[src/rtl/mc_cpu_ctrl_hs.sv]
// Multi-cycle CPU controller: sequences fetch/decode/execute over a req/ack memory
// port and drives the external register file, ALU and PSR; halts, resumes and traps.
//
// state | meaning
// IF    | fetch instruction at pc over the memory handshake
// ID    | decode, capture operands, resolve branches
// EXE   | capture ALU result
// MEM   | load/store data handshake
// WB    | one-cycle register/PSR write strobes
// HALT  | stopped until resume
// TRAP  | illegal opcode or bus timeout; left only through reset
module mc_cpu_ctrl_hs #(
  parameter int DATA_W      = 32,
  parameter int ADDR_W      = 12,
  parameter int RESET_PC    = 0,
  parameter int MEM_TIMEOUT = 255
) (
  input  logic              clk,
  input  logic              reset,
  output logic              mem_req,
  output logic              mem_we,
  output logic [ADDR_W-1:0] mem_addr,
  output logic [DATA_W-1:0] mem_wdata,
  input  logic [DATA_W-1:0] mem_rdata,
  input  logic              mem_ack,
  output logic [3:0]        rf_raddr1,
  output logic [3:0]        rf_raddr2,
  input  logic [DATA_W-1:0] rf_rdata1,
  input  logic [DATA_W-1:0] rf_rdata2,
  output logic              rf_we,
  output logic [3:0]        rf_waddr,
  output logic [DATA_W-1:0] rf_wdata,
  output logic [3:0]        alu_op,
  output logic [DATA_W-1:0] alu_a,
  output logic [DATA_W-1:0] alu_b,
  input  logic [DATA_W:0]   alu_result,
  output logic              psr_we,
  output logic [DATA_W:0]   psr_d,
  input  logic [4:0]        psr_q,
  input  logic              resume,
  output logic              halted,
  output logic              trap,
  output logic [1:0]        trap_cause,
  output logic [ADDR_W-1:0] pc
);

  localparam int CNT_W = (MEM_TIMEOUT > 1) ? $clog2(MEM_TIMEOUT) : 1;

  localparam logic [3:0] OP_NOP = 4'd0, OP_BRA = 4'd1, OP_LD  = 4'd2, OP_STR = 4'd3,
                         OP_ADD = 4'd4, OP_MUL = 4'd5, OP_CMP = 4'd6, OP_SHF = 4'd7,
                         OP_ROT = 4'd8, OP_HLT = 4'd9;

  typedef enum logic [2:0] {S_IF, S_ID, S_EXE, S_MEM, S_WB, S_HALT, S_TRAP} state_t;

  state_t            state;
  logic [31:0]       ir;
  logic [CNT_W-1:0]  wait_cnt;
  logic [3:0]        op;
  logic              imm;
  logic [DATA_W-1:0] imm_ext;
  logic              br_taken;
  logic              timeout_hit;

  assign op          = ir[31:28];
  assign imm         = ir[27];
  assign imm_ext     = {{(DATA_W-12){1'b0}}, ir[23:12]};
  // wait_cnt holds the number of unacknowledged req cycles already elapsed
  assign timeout_hit = (MEM_TIMEOUT != 0) && (wait_cnt == CNT_W'(MEM_TIMEOUT - 1));

  always_comb begin
    br_taken = 1'b0;
    case (ir[27:24])
      4'd0:                         br_taken = 1'b1;
      4'd1, 4'd2, 4'd3, 4'd4, 4'd5: br_taken = psr_q[ir[26:24] - 3'd1];
      default:                      br_taken = 1'b0;
    endcase
  end

  always_ff @(posedge clk or negedge reset) begin
    if (!reset) begin
      state      <= S_IF;
      ir         <= '0;
      wait_cnt   <= '0;
      pc         <= ADDR_W'(RESET_PC);
      mem_req    <= 1'b0;
      mem_we     <= 1'b0;
      mem_addr   <= '0;
      mem_wdata  <= '0;
      rf_raddr1  <= '0;
      rf_raddr2  <= '0;
      rf_we      <= 1'b0;
      rf_waddr   <= '0;
      rf_wdata   <= '0;
      alu_op     <= '0;
      alu_a      <= '0;
      alu_b      <= '0;
      psr_we     <= 1'b0;
      psr_d      <= '0;
      halted     <= 1'b0;
      trap       <= 1'b0;
      trap_cause <= 2'b00;
    end else begin
      rf_we  <= 1'b0;
      psr_we <= 1'b0;
      case (state)
        S_IF: begin
          if (!mem_req) begin
            // only after reset or a store, so requests are never back-to-back
            mem_req  <= 1'b1;
            mem_we   <= 1'b0;
            mem_addr <= pc;
          end else if (mem_ack) begin
            mem_req   <= 1'b0;
            wait_cnt  <= '0;
            ir        <= mem_rdata[31:0];
            rf_raddr1 <= mem_rdata[15:12];
            rf_raddr2 <= mem_rdata[3:0];
            rf_waddr  <= mem_rdata[3:0];
            pc        <= pc + ADDR_W'(1);
            state     <= S_ID;
          end else if (timeout_hit) begin
            mem_req    <= 1'b0;
            trap       <= 1'b1;
            trap_cause <= 2'b10;
            state      <= S_TRAP;
          end else if (MEM_TIMEOUT != 0) begin
            wait_cnt <= wait_cnt + CNT_W'(1);
          end
        end
        S_ID: begin
          case (op)
            OP_NOP: begin
              mem_req  <= 1'b1;
              mem_addr <= pc;
              state    <= S_IF;
            end
            OP_BRA: begin
              mem_req  <= 1'b1;
              mem_addr <= br_taken ? ir[ADDR_W-1:0] : pc;
              if (br_taken) pc <= ir[ADDR_W-1:0];
              state    <= S_IF;
            end
            OP_HLT: begin
              halted <= 1'b1;
              state  <= S_HALT;
            end
            OP_LD: begin
              if (imm) begin
                rf_wdata <= imm_ext;
                psr_d    <= {1'b0, imm_ext};
                rf_we    <= 1'b1;
                psr_we   <= 1'b1;
                state    <= S_WB;
              end else begin
                mem_req  <= 1'b1;
                mem_we   <= 1'b0;
                mem_addr <= ir[12 +: ADDR_W];
                state    <= S_MEM;
              end
            end
            OP_STR: begin
              mem_wdata <= imm ? imm_ext : rf_rdata1;
              mem_req   <= 1'b1;
              mem_we    <= 1'b1;
              mem_addr  <= ir[ADDR_W-1:0];
              state     <= S_MEM;
            end
            OP_ADD, OP_MUL, OP_CMP, OP_SHF, OP_ROT: begin
              alu_a  <= imm ? imm_ext : rf_rdata1;
              alu_b  <= rf_rdata2;
              alu_op <= op;
              state  <= S_EXE;
            end
            default: begin
              trap       <= 1'b1;
              trap_cause <= 2'b01;
              state      <= S_TRAP;
            end
          endcase
        end
        S_EXE: begin
          rf_wdata <= alu_result[DATA_W-1:0];
          psr_d    <= alu_result;
          psr_we   <= 1'b1;
          rf_we    <= (op != OP_CMP);
          state    <= S_WB;
        end
        S_MEM: begin
          if (mem_ack) begin
            mem_req  <= 1'b0;
            mem_we   <= 1'b0;
            wait_cnt <= '0;
            if (op == OP_LD) begin
              rf_wdata <= mem_rdata;
              psr_d    <= {1'b0, mem_rdata};
              rf_we    <= 1'b1;
              psr_we   <= 1'b1;
              state    <= S_WB;
            end else begin
              state <= S_IF;
            end
          end else if (timeout_hit) begin
            mem_req    <= 1'b0;
            mem_we     <= 1'b0;
            trap       <= 1'b1;
            trap_cause <= 2'b10;
            state      <= S_TRAP;
          end else if (MEM_TIMEOUT != 0) begin
            wait_cnt <= wait_cnt + CNT_W'(1);
          end
        end
        S_WB: begin
          mem_req  <= 1'b1;
          mem_we   <= 1'b0;
          mem_addr <= pc;
          state    <= S_IF;
        end
        S_HALT: begin
          if (resume) begin
            halted   <= 1'b0;
            mem_req  <= 1'b1;
            mem_we   <= 1'b0;
            mem_addr <= pc;
            state    <= S_IF;
          end
        end
        S_TRAP: state <= S_TRAP;
        default: state <= S_TRAP;
      endcase
    end
  end

endmodule

[config.mk]
export PLATFORM = sky130hd
export DESIGN_NAME = mc_cpu_ctrl_hs
export DESIGN_NICKNAME = d
export VERILOG_FILES = /design/src/rtl/mc_cpu_ctrl_hs.sv
export SDC_FILE = /design/constraint.sdc
export NUM_CORES = 1
export LEC_CHECK = 0
export CORE_MARGIN = 2
export CORE_UTILIZATION = 50
export DETAILED_ROUTE_END_ITERATION = 16
export PLACE_DENSITY = 0.9
export SKIP_LAST_GASP = 1
export SLEW_MARGIN = 20
export SYNTH_ARGS = -nofsm -noshare
export SYNTH_HDL_FRONTEND = slang
export SYNTH_SLANG_ARGS = --single-unit
[constraint.sdc]
create_clock -name clk -period 4.3 [get_ports clk]
set_input_delay 0.645 -clock clk [delete_from_list [all_inputs] [get_ports clk]]
set_output_delay 0.645 -clock clk [all_outputs]
set_load 0.1 [all_outputs]
==> results.cfg <==
[outcome]
status = completed

[placed_design]
io_buffers = 346
gp_congestion = 0.942
dp_slack_ns = 1.18
dp_hpwl_mm = 22.7

[pwr]
internal-power_uw = 3150
ir_worst_vdd_uv = 313
clkPwrFrac_pct = 42.3
pwr-share-seq_pct = 47.9
swShare_pct = 24.2
p_switching_uw = 1010
combPwrFrac_pct = 9.8
p_per_area_nw_per_um2 = 291
leakagePower_uw = 0.00595

[cts]
cts-resized-gates = 0
htree_levels = 1
clkSlewWorstSetupHoldPaths_ns = 0.06
numCtsBuffers = 22
ctsHoldBuffers = 0
postCtsSetupBuffers = 0
cts_sinks = 208
cts_tree = built
root_buffer = clkbuf_16
cts.path.max_buffers = 3
clk_latency_ns = 0.50

[timing]
hold_viol = 0
maxSlewHeadroom_pct = 25.1
fmax_mhz = 338
worst_slew_pin_slew_ns = 1.12
setup_slack_ns = 1.34
finalSetupTns_ns = 0
setup_violations = 0
rsz0062_at_grt = false
slew_violations = 0
post-route-period-util_pct = 68.8
fin_crit_ns = 2.96
finalClockSkew_ns = 0.0141

[critical_path]
worstSetupStartpoint = pc[5]
critPathTopFamily = buffers and inverters
r2r-start = ir[28]
r2r-end = rf_wdata[16]
crit_fanout = 12
worst-path-buf-inv = 1
worstSetupEndpointType = output pin
crit_slowest_cell = clkdlybuf4s50_1
required_ns = 3.65
worst-setup-path-type = reg -> out
crit_arrival_ns = 2.31
critical-path-max-stage-delay_ns = 1.22
r2r_slack_ns = 1.43
path_cells = clkdlybuf4s50_1
reg2reg_depth = 6
crit_path_start_kind = flop

[layout]
drive_gt1_share_pct = 10.3
multi_input_area_sq_um = 4420
fillers = 1485
regArea_sq_um = 5210
fin_nets = 1426
num_antenna_cells = 0
syn2layout_area_growth_pct = 39.2

[synthesis]
avgSynthCellArea_sq_um = 10.2
async_reset_ff_share_pct = 100
ys.flop_type = dfrtp_1
synth_top_cell_by_area = dfrtp_1
yosysTopAreaCellShare_pct = 50.7
synth-seq-cells = 208
netlist_top_cells_area = dfrtp_1 51%, mux2_2 7.5%, o21ai_0 6.3%, mux2i_1 5.3%, nand2_1 4.2%
synth_area_sq_um = 10300
synth_common_cells = 208 x dfrtp_1, 130 x o21ai_0, 115 x nand2_1
synth_nets = 1153
yosysWarnings = 0
yosysMostFrequentCell = dfrtp_1
yosysUniqueCellTypes = 70
synth_edf_count = 0
netlist_instances = 1007
synth-seq-area-share_pct = 50.7

[global_route]
grt_max_degree = 134
grt_pass1_vias = 8925
track_usage_pct = 28.5
grt_pass1_wl_mm = 49.3
grt_overflow = 0
antenna_found_initial = 0

[floorplanning]
fp.dieArea_sq_um = 21700
rows = 52
ios = 347
die_width_um = 147
die_height_um = 147
initial_utilization_pct = 50.9
coreArea_sq_um = 20200

[routing]
first_pass_iters = 6
drtIter0Drc = 756
via_per_inst = 5.80
route.vias.total = 9057
routed_wl_mm = 31.7
antenna_left = 0
drc = 0
post_drt_wl_per_cell_um = 20.3

[hold_path]
hp-class = in -> async

[run]
max_cap_viol_count = 0
==> layout by cell type, fill, tap and decap left out, types with 6 or more instances in the layout <==
master	count
a211oi_1	6
clkbuf_16	23
nand3_1	16
nand4_1	6
nand2_1	114
nor3_1	7
o21ai_0	130
inv_1	12
mux2_2	68
o221ai_1	13
buf_4	16
clkdlybuf4s50_1	345
a21oi_1	36
ha_1	8
nor2_1	56
dfrtp_1	207
a22oi_1	43
a31oi_1	6
mux2i_1	54
nand2b_1	25
==> worst reg2reg max path: cells and delay by family, from the launching register on <==
family / cells / cell delay, ns
and+or+nand+nor: 2 / 1.22
AOI/OAI and AO/OA: 3 / 0.52
buffers and inverters: 1 / 0.23
DFF: 1 / 0.80
==> registers in the layout (all words and copies together) (netlist names) <==
register / count
trap: 1
wait_cnt: 8
alu_op: 4
state: 3
mem_we: 1
rf_we: 1
mem_addr: 12
rf_wdata: 31
psr_d: 2
pc: 12
rf_raddr1: 3
ir: 26
alu_b: 32
alu_a: 32
psr_we: 1
mem_req: 1
mem_wdata: 32
halted: 1
rf_waddr: 3
trap_cause: 2
==> cell type report <==
cell class | count | area share (%)
Clock buffer | 30 | 4.35
Clock inverter | 6 | 0.227
Multi-Input combinational cell | 672 | 30.9
Timing Repair Buffer | 364 | 25.4
Inverter | 12 | 0.315
Sequential cell | 208 | 36.4
Tap cell | 270 | 2.36
==> per-stage QoR <==
step / hold WS (ns) / power (uW) / util, % / cells / area [sq um]
2_1_floorplan: 0.349 / 2200 / - / 1007 / 10300
3_3_place_gp: 0.459 / 2420 / 67.5 / 1525 / 13600
3_5_place_dp: 0.460 / 2430 / 67.5 / 1525 / 13600
4_1_cts: 0.374 / 4190 / 70.8 / 1561 / 14300
5_1_grt: 0.0455 / 4290 / 70.9 / 1562 / 14300
6_report: 0.0342 / 4160 / 70.9 / 1562 / 14300
==> logic make-up (layout without fill, tap and decap cells) <==
family          after synthesis  count (layout)  share of synthesized area (%)
compound gates              277             277                           16.6
xor+xnor                      4               4                          0.341
fa+ha+maj                     8               8                          0.974
buf+inv                     127             412                           6.47
flops                       208             208                           50.7
mux                         124             124                           13.0
simple gates                259             259                           11.9
==> metal layers <==
layer	up-vias	wire [um]	GRT usage, %
met5	-	0	0
met4	0	1330	11.3
met3	103	1980	5.25
met2	389	15700	47.6
met1	4461	12700	37.0
li1	4104	-	-
==> power groups by stage <==
stage	Combinational (uW)	Clock, uW	Sequential [uW]
6_report	407	1760	1990
5_1_grt	428	1870	1990
3_3_place_gp	398	0	2030
3_5_place_dp	403	0	2030
2_1_floorplan	43.3	0	2160
4_1_cts	405	1790	1990
==> worst max-delay path by stage <==
stage,end,cells after the start
final,pc[5],1
after global routing,alu_a[11],6
after CTS,pc[5],1
after detailed placement,pc[7],6
after global placement,rf_wdata[23],7
after floorplan,pc[7],6
Power figures use the tool's default switching activity.
==> RTL change: new RTL, same settings <==
The parameter `ADDR_W` goes from 12 to 13.
--- a/src/rtl/mc_cpu_ctrl_hs.sv
+++ b/src/rtl/mc_cpu_ctrl_hs.sv
@@ -12,5 +12,5 @@
 module mc_cpu_ctrl_hs #(
   parameter int DATA_W      = 32,
-  parameter int ADDR_W      = 12,
+  parameter int ADDR_W      = 13,
   parameter int RESET_PC    = 0,
   parameter int MEM_TIMEOUT = 255
Ports: changed (resized mem_addr and pc); port bits go from 347 to 349. The function was not compared with the original's and may differ.
==> RTL change against the original RTL <==
- cell area rose by 2.1%
- area after synthesis rose by 3.0%
- critical path type is now reg -> reg
- sequential cell count is 2 higher
- wire length up 14%
- highest routed layer unchanged
- setup slack lost 0.13 ns
- die area up 2.9%
- largest cell class unchanged
- cell count grew 6.7%
- via count is 7.2% higher
Power is not shown: default switching activity piles up to over one toggle a cycle in this logic, so the estimate is an artifact.
==> RTL change: results (changes against the original RTL) <==
### Clocking
• **number of buffers added by the clock tree synthesis step** 23, was 22

### Cells and area
• **Total Nets Final** 1522, was 1426
• **share of final-layout standard cells stronger than drive strength 1** 0.0848, was 0.103
• **largest registers** alu_a: 32 flops, alu_b: 32 flops, mem_wdata: 32 flops, unchanged

### Yosys
• **number of different library cells in the post-synthesis netlist** 67, was 70
• **post-synthesis share of cell area spent on full adders, half adders and majority gates** 0.00946, was 0.00974
• **share of synthesized area spent on multiplexers** 0.0865, was 0.130
• **syn_nets** 1255, was 1153
• **sequential share of the synthesized area** 0.497, was 0.507
• **synthesized-area fraction occupied by xor and xnor cells** 0.00497, was 0.00341
• **Syn Inst Count** 1109, was 1007

### Detailed routing
• **WL met2** 17.5 mm, was 15.7 mm
• **Avg Vias per Cell** 5.83, was 5.80
• **routed metal-1 wire length** 13.9 mm, was 12.7 mm
• **final wirelength** 36.2 mm, was 31.7 mm
• **number of search-and-repair iterations in the first detailed-routing pass** 7, was 6
• **metal3 WL** 3.02 mm, was 1.98 mm

### STA
• **Slew HR** 0.261, was 0.251
• **final worst clock skew** 0.0117 ns, was 0.0141 ns

### GRT
• **global-route met3 utilization** 0.0546, was 0.0525
• **number of global-route vias before repair** 9754, was 8925
• **maximum number of pins on one net before global-route repair** 116, was 134
• **aggregate global-route resource usage** 0.319, was 0.285
• **GRT met2 Usage** 0.542, was 0.476
• **GR met1 Demand/Resource** 0.403, was 0.370
• **first-pass GRT wire length** 55.2 mm, was 49.3 mm

### Critical path
• **Register-to-Register Path Depth** 5, was 6
• **largest stage delay on the critical path** 0.88 ns, was 1.22 ns
• **worst setup path class** reg -> reg, was reg -> out
• **cell with the biggest individual delay on the critical path** dfrtp_2, was clkdlybuf4s50_1
• **cell family with most CP delay** simple AND/OR/NAND/NOR gates, was buffers and inverters
• **worst endpoint data arrival time** 3.48 ns, was 2.31 ns
• **worst flop-to-flop path startpoint** state[0], was ir[28]

### Placed design
• **post-detailed-placement cell area** 0.0138 mm², was 0.0136 mm²
• **half-perimeter wire length after placement** 25.9 mm, was 22.7 mm
• **worst-case setup slack after placement** 1.31 ns, was 1.18 ns
• **number of placed instances, taps included** 1626, was 1525
• **Placer Congestion** 0.947, was 0.942
• **count of input and output buffers** 348, was 346

### Status
• **run status** completed, unchanged

-- RTL change: cell types whose count changed in the layout (fill, tap and decap cells not counted), sizes merged, moves of 14 or more --
cell,change
nor3,+22
nand2b,-20
o21ai,-14
mux2,-36
a22oi,-40
nand2,+112
a2bb2oi,+19
nor2,+17
a21boi,+19
-- RTL change: area by class of cell --
type | count | area [µm²]
Multi-Input combinational cell | 764 | 4570
Timing Repair Buffer | 364 | 3610
Clock inverter | 13 | 166
Sequential cell | 210 | 5260
Tap cell | 275 | 344
Inverter | 13 | 48.8
Fill cell | 1574 | 6280
Clock buffer | 27 | 611
-- RTL change: worst paths after layout --
kind | to | slack (ns)
worst max-delay path | rf_wdata[15] | 1.22
worst min-delay path | mem_wdata[29] | 0.20
worst max register to register | rf_wdata[15] | 1.22
worst min register to register | alu_a[20] | 0.48
max in group asynchronous | wait_cnt[0] | 3.02
min in group clk | alu_a[20] | 0.48
